**src/rtl/fetch_ir_pkg.sv**
```systemverilog
// fetch_ir_pkg: fetch FSM state encoding and the opcode constants shared across the processor.
package fetch_ir_pkg;
  typedef enum logic [1:0] {S_IDLE, S_FETCH, S_DONE} state_t;
  localparam logic [3:0] OP_ANDI = 4'h2;
  localparam logic [3:0] OP_ORI  = 4'h3;
  // Logical immediates are zero-extended; every other opcode sign-extends.
  function automatic logic ext_sign_of(input logic [3:0] op);
    return !(op == OP_ANDI || op == OP_ORI);
  endfunction
endpackage

```
**src/rtl/fetch_ir.sv**
```systemverilog
// fetch_ir: PC register, instruction-fetch FSM and instruction register with inline field decode.
module fetch_ir
  import fetch_ir_pkg::*;
#(
  parameter logic [15:0] RESET_PC = 16'h0000,
  parameter logic [15:0] PC_STEP  = 16'h0001
) (
  input  logic        clk,
  input  logic        rst_n,
  input  logic        fetch_start,
  input  logic        pc_load,
  input  logic [15:0] pc_next,
  output logic        mem_req,
  output logic [15:0] mem_addr,
  input  logic        mem_ack,
  input  logic [15:0] mem_rdata,
  output logic [15:0] pc,
  output logic [15:0] instr,
  output logic        ir_valid,
  output logic        busy,
  output logic [3:0]  opcode,
  output logic [2:0]  rd,
  output logic [2:0]  rs1,
  output logic [4:0]  imm5,
  output logic        ext_sign
);
  state_t      r_state, w_next;
  logic [15:0] r_pc, r_instr;
  always_ff @(posedge clk or negedge rst_n)
    if (!rst_n) r_state <= S_IDLE;
    else        r_state <= w_next;
  always_comb begin
    w_next   = (r_state == S_IDLE)  ? (fetch_start ? S_FETCH : S_IDLE) :
               (r_state == S_FETCH) ? (mem_ack ? S_DONE : S_FETCH) : S_IDLE;
    mem_req  = r_state == S_FETCH;
    ir_valid = r_state == S_DONE;
    busy     = r_state != S_IDLE;
  end
  // The PC is frozen during FETCH so the read address stays stable until the ack.
  always_ff @(posedge clk or negedge rst_n)
    if (!rst_n) begin
      r_pc    <= RESET_PC;
      r_instr <= '0;
    end else if (r_state == S_FETCH) begin
      if (mem_ack) begin
        r_instr <= mem_rdata;
        r_pc    <= r_pc + PC_STEP;
      end
    end else if (pc_load) r_pc <= pc_next;
  assign mem_addr = r_pc;
  assign pc       = r_pc;
  assign instr    = r_instr;
  assign opcode   = r_instr[15:12];
  assign rd       = r_instr[11:9];
  assign rs1      = r_instr[8:6];
  assign imm5     = r_instr[4:0];
  assign ext_sign = ext_sign_of(r_instr[15:12]);
endmodule

```
**config.mk**
```make
export PLATFORM = sky130hd
export DESIGN_NAME = fetch_ir
export DESIGN_NICKNAME = d
export VERILOG_FILES = /design/src/rtl/fetch_ir_pkg.sv /design/src/rtl/fetch_ir.sv
export SDC_FILE = /design/constraint.sdc
export NUM_CORES = 1
export LEC_CHECK = 0
export CAP_MARGIN = 10
export CORE_MARGIN = 3
export CORE_UTILIZATION = 60
export DETAILED_ROUTE_END_ITERATION = 7
export DONT_BUFFER_PORTS = 1
export PLACE_DENSITY = 0.76
export SLEW_MARGIN = 15
export SYNTH_ARGS = -nofsm -noshare
export SYNTH_HDL_FRONTEND = slang
export SYNTH_SLANG_ARGS = --single-unit
```
**constraint.sdc**
```tcl
create_clock -name clk -period 2.7 [get_ports clk]
set_clock_uncertainty 0.1 [all_clocks]
set_input_delay 0.54 -clock clk [delete_from_list [all_inputs] [get_ports clk]]
set_output_delay 0.54 -clock clk [all_outputs]
set_load 0.01 [all_outputs]
```
==> results.md <==
- Synth Area per Inst: 9.70 um^2
- Vias in the first global route: 1330
- DR iter-0 viols: 49
- Cells after synthesis: 196
- Yosys top cell by area: dfrtp_1
- DRC: 0
- Pwr dens: 980 mW/mm^2
- Maximum VDD drop: 477 uV
- Layout cells sized above 1: 0.207
- Mapped Area: 0.00190 mm^2
- Height of the die: 62.3 um
- Final Instance Area: 0.00178 mm^2
- Buffers on Ports: 0
- Worst setup EP type: register
- Vias: 1352
- Fin nets: 207
- Rows: 19
- Clock slew at reported path FFs: 100 ps
- Top post-synthesis cells by count: 34 x dfrtp_1, 31 x buf_4, 19 x a21oi_1
- Critical path class: register to register
- Chip Width: 62.3 um
- Syn_nets: 234
- Hold path cells: 2
- Max cap viols: 0
- R2R depth: 6
- HP Class: input pin to register
- Worst-Margin Slew: 490 ps
- Hpwl dp: 2720 um
- Area of placed instances: 0.00170 mm^2
- Post-synth EDFFs: 0
- GRT Total Usage: 0.201
- Crit path DAT: 2410 ps
- Starting density of the core: 0.661
- Synth cell types: 39
- Antenna-violating nets left: 0
- Most frequent cell after synthesis: dfrtp_1
- Status: completed
- RSZ-0062 raised after global routing: no
- Area contributors post-synth: dfrtp_1 45%, buf_4 12%, mux2_2 9.5%
- Sink Count: 34
- Routed WL per cell: 18.7 um
- CTS H-tree depth: 2
- CTS buffer count: 5
- # IOs: 104
- Final core utilization: 0.617
- DR pass1 iterations: 4
- Area Growth Syn to Fin: -6.58%
- Final wirelength: 3940 um
- First-pass GRT wire length: 6280 um
- Initial antenna violation count: 0
- Post-route setup TNS: 0 ps
- Final slew viol count: 0
- Worst Setup Start Kind: register
- GP Congestion: 0.817
- Leakage: 0.733 nW
- Setup bufs post-CTS: 0
- Final period utilization: 0.837
- # resized after CTS: 0
- Power, Total: 1.74 mW
- Placed Cells: 202
- Clock buffer depth: 2
- Root Buffer Master: clkbuf_4
- CTS tree: built
- Number of synthesized register bits: 34
- Finished Layout Cells: 211
- Core area: 0.00288 mm^2
- Minimum clock period: 2260 ps
- Setup violators final: 0
- DR vias/cell: 6.41
- Ys Warns: 0
- Post-synth top area share: 0.448
- Sequential area share after synthesis: 0.448
- Synth Flop Type: dfrtp_1
- Fmax: 442 MHz
- Clk_lat worst skew: 330 ps
- Ant. Diodes: 0
- Crit path max fanout: 7
- CP required: 2850 ps
- Total die area: 0.00388 mm^2
- Synth async-reset ratio: 1.00
- Total gr overflow: 0
- Relative slew slack: 0.673
- Hold Fails Final Rpt: 0
- Largest net degree at the start of global routing: 35
- Hold_buf cts: 2
logic make-up (layout without fill, tap and decap cells):
kind of cell	count (synthesis)	in the layout	share of synthesized area
xor+xnor	1	1	0.00461
simple gates	53	53	0.139
fa+ha+maj	1	1	0.00658
mux	18	18	0.105
buf+inv	44	17	0.156
flops	34	34	0.448
compound gates	45	45	0.141
stage by stage:
step | hold WS [ps] | setup slack (ps)
floorplan | 144 | 777
CTS | 242 | 442
global route | 225 | 337
finish | 256 | 439
global placement | 145 | 568
detailed placement | 145 | 481
worst max-delay path: stages (launching register included):
cell,delay [ps]
dfrtp_1,540
ha_1,290
and4_2,290
nand3_1,210
or3_1,430
a21oi_1,160
a2bb2oi_1,160
where the power goes:
group	leakage, nW	switching (mW)	internal (mW)
registers	0.394	0.406	0.673
logic	0.309	0.209	0.194
clock network	0.0308	0.163	0.0936
layout by cell type, fill, tap and decap left out, types with 2 or more instances in the layout:
master / instances
a21oi_1: 19
a31oi_1: 3
buf_4: 3
clkbuf_4: 5
clkinv_2: 2
dfrtp_1: 34
inv_1: 5
mux2_2: 16
mux2i_1: 2
nand2_1: 18
nand3_1: 7
nand4_1: 2
nor2_1: 12
nor2b_1: 2
o21ai_0: 7
o22a_1: 2
o22ai_1: 7
or2_2: 2
or3_1: 2
registers in the layout (all words and copies together) (netlist names):
| register | count |
|---|---|
| r_state | 2 |
| instr | 16 |
| mem_addr | 16 |
routing by layer:
layer / vias up / GRT usage / part of all wire
li1: 602 / - / -
met1: 657 / 0.239 / 0.40
met2: 84 / 0.323 / 0.48
met3: 9 / 0.0703 / 0.10
met4: 0 / 0.0992 / 0.017
met5: - / 0 / 0
final timing paths:
check	slack, ps	start	to
max	440	mem_addr[1]$_DFFE_PN0P_	mem_addr[14]$_DFFE_PN0P_
min	260	pc_next[6]	mem_addr[6]$_DFFE_PN0P_
max reg2reg	440	mem_addr[1]$_DFFE_PN0P_	mem_addr[14]$_DFFE_PN0P_
min reg2reg	350	r_state[1]$_DFF_PN0_	r_state[0]$_DFF_PN0_
max in group asynchronous	1770	rst_n	mem_addr[11]$_DFFE_PN0P_
min in group asynchronous	560	rst_n	mem_addr[3]$_DFFE_PN0P_
final cells by class:
cell class / count / area, um^2
multi-input combinational: 118 / 753
timing repair buffer: 5 / 52.6
inverter: 5 / 18.8
tap: 42 / 52.6
sequential: 34 / 851
clock inverter: 2 / 10.0
clock buffer: 5 / 37.5
fill: 248 / 1100
Power figures use the tool's default switching activity.
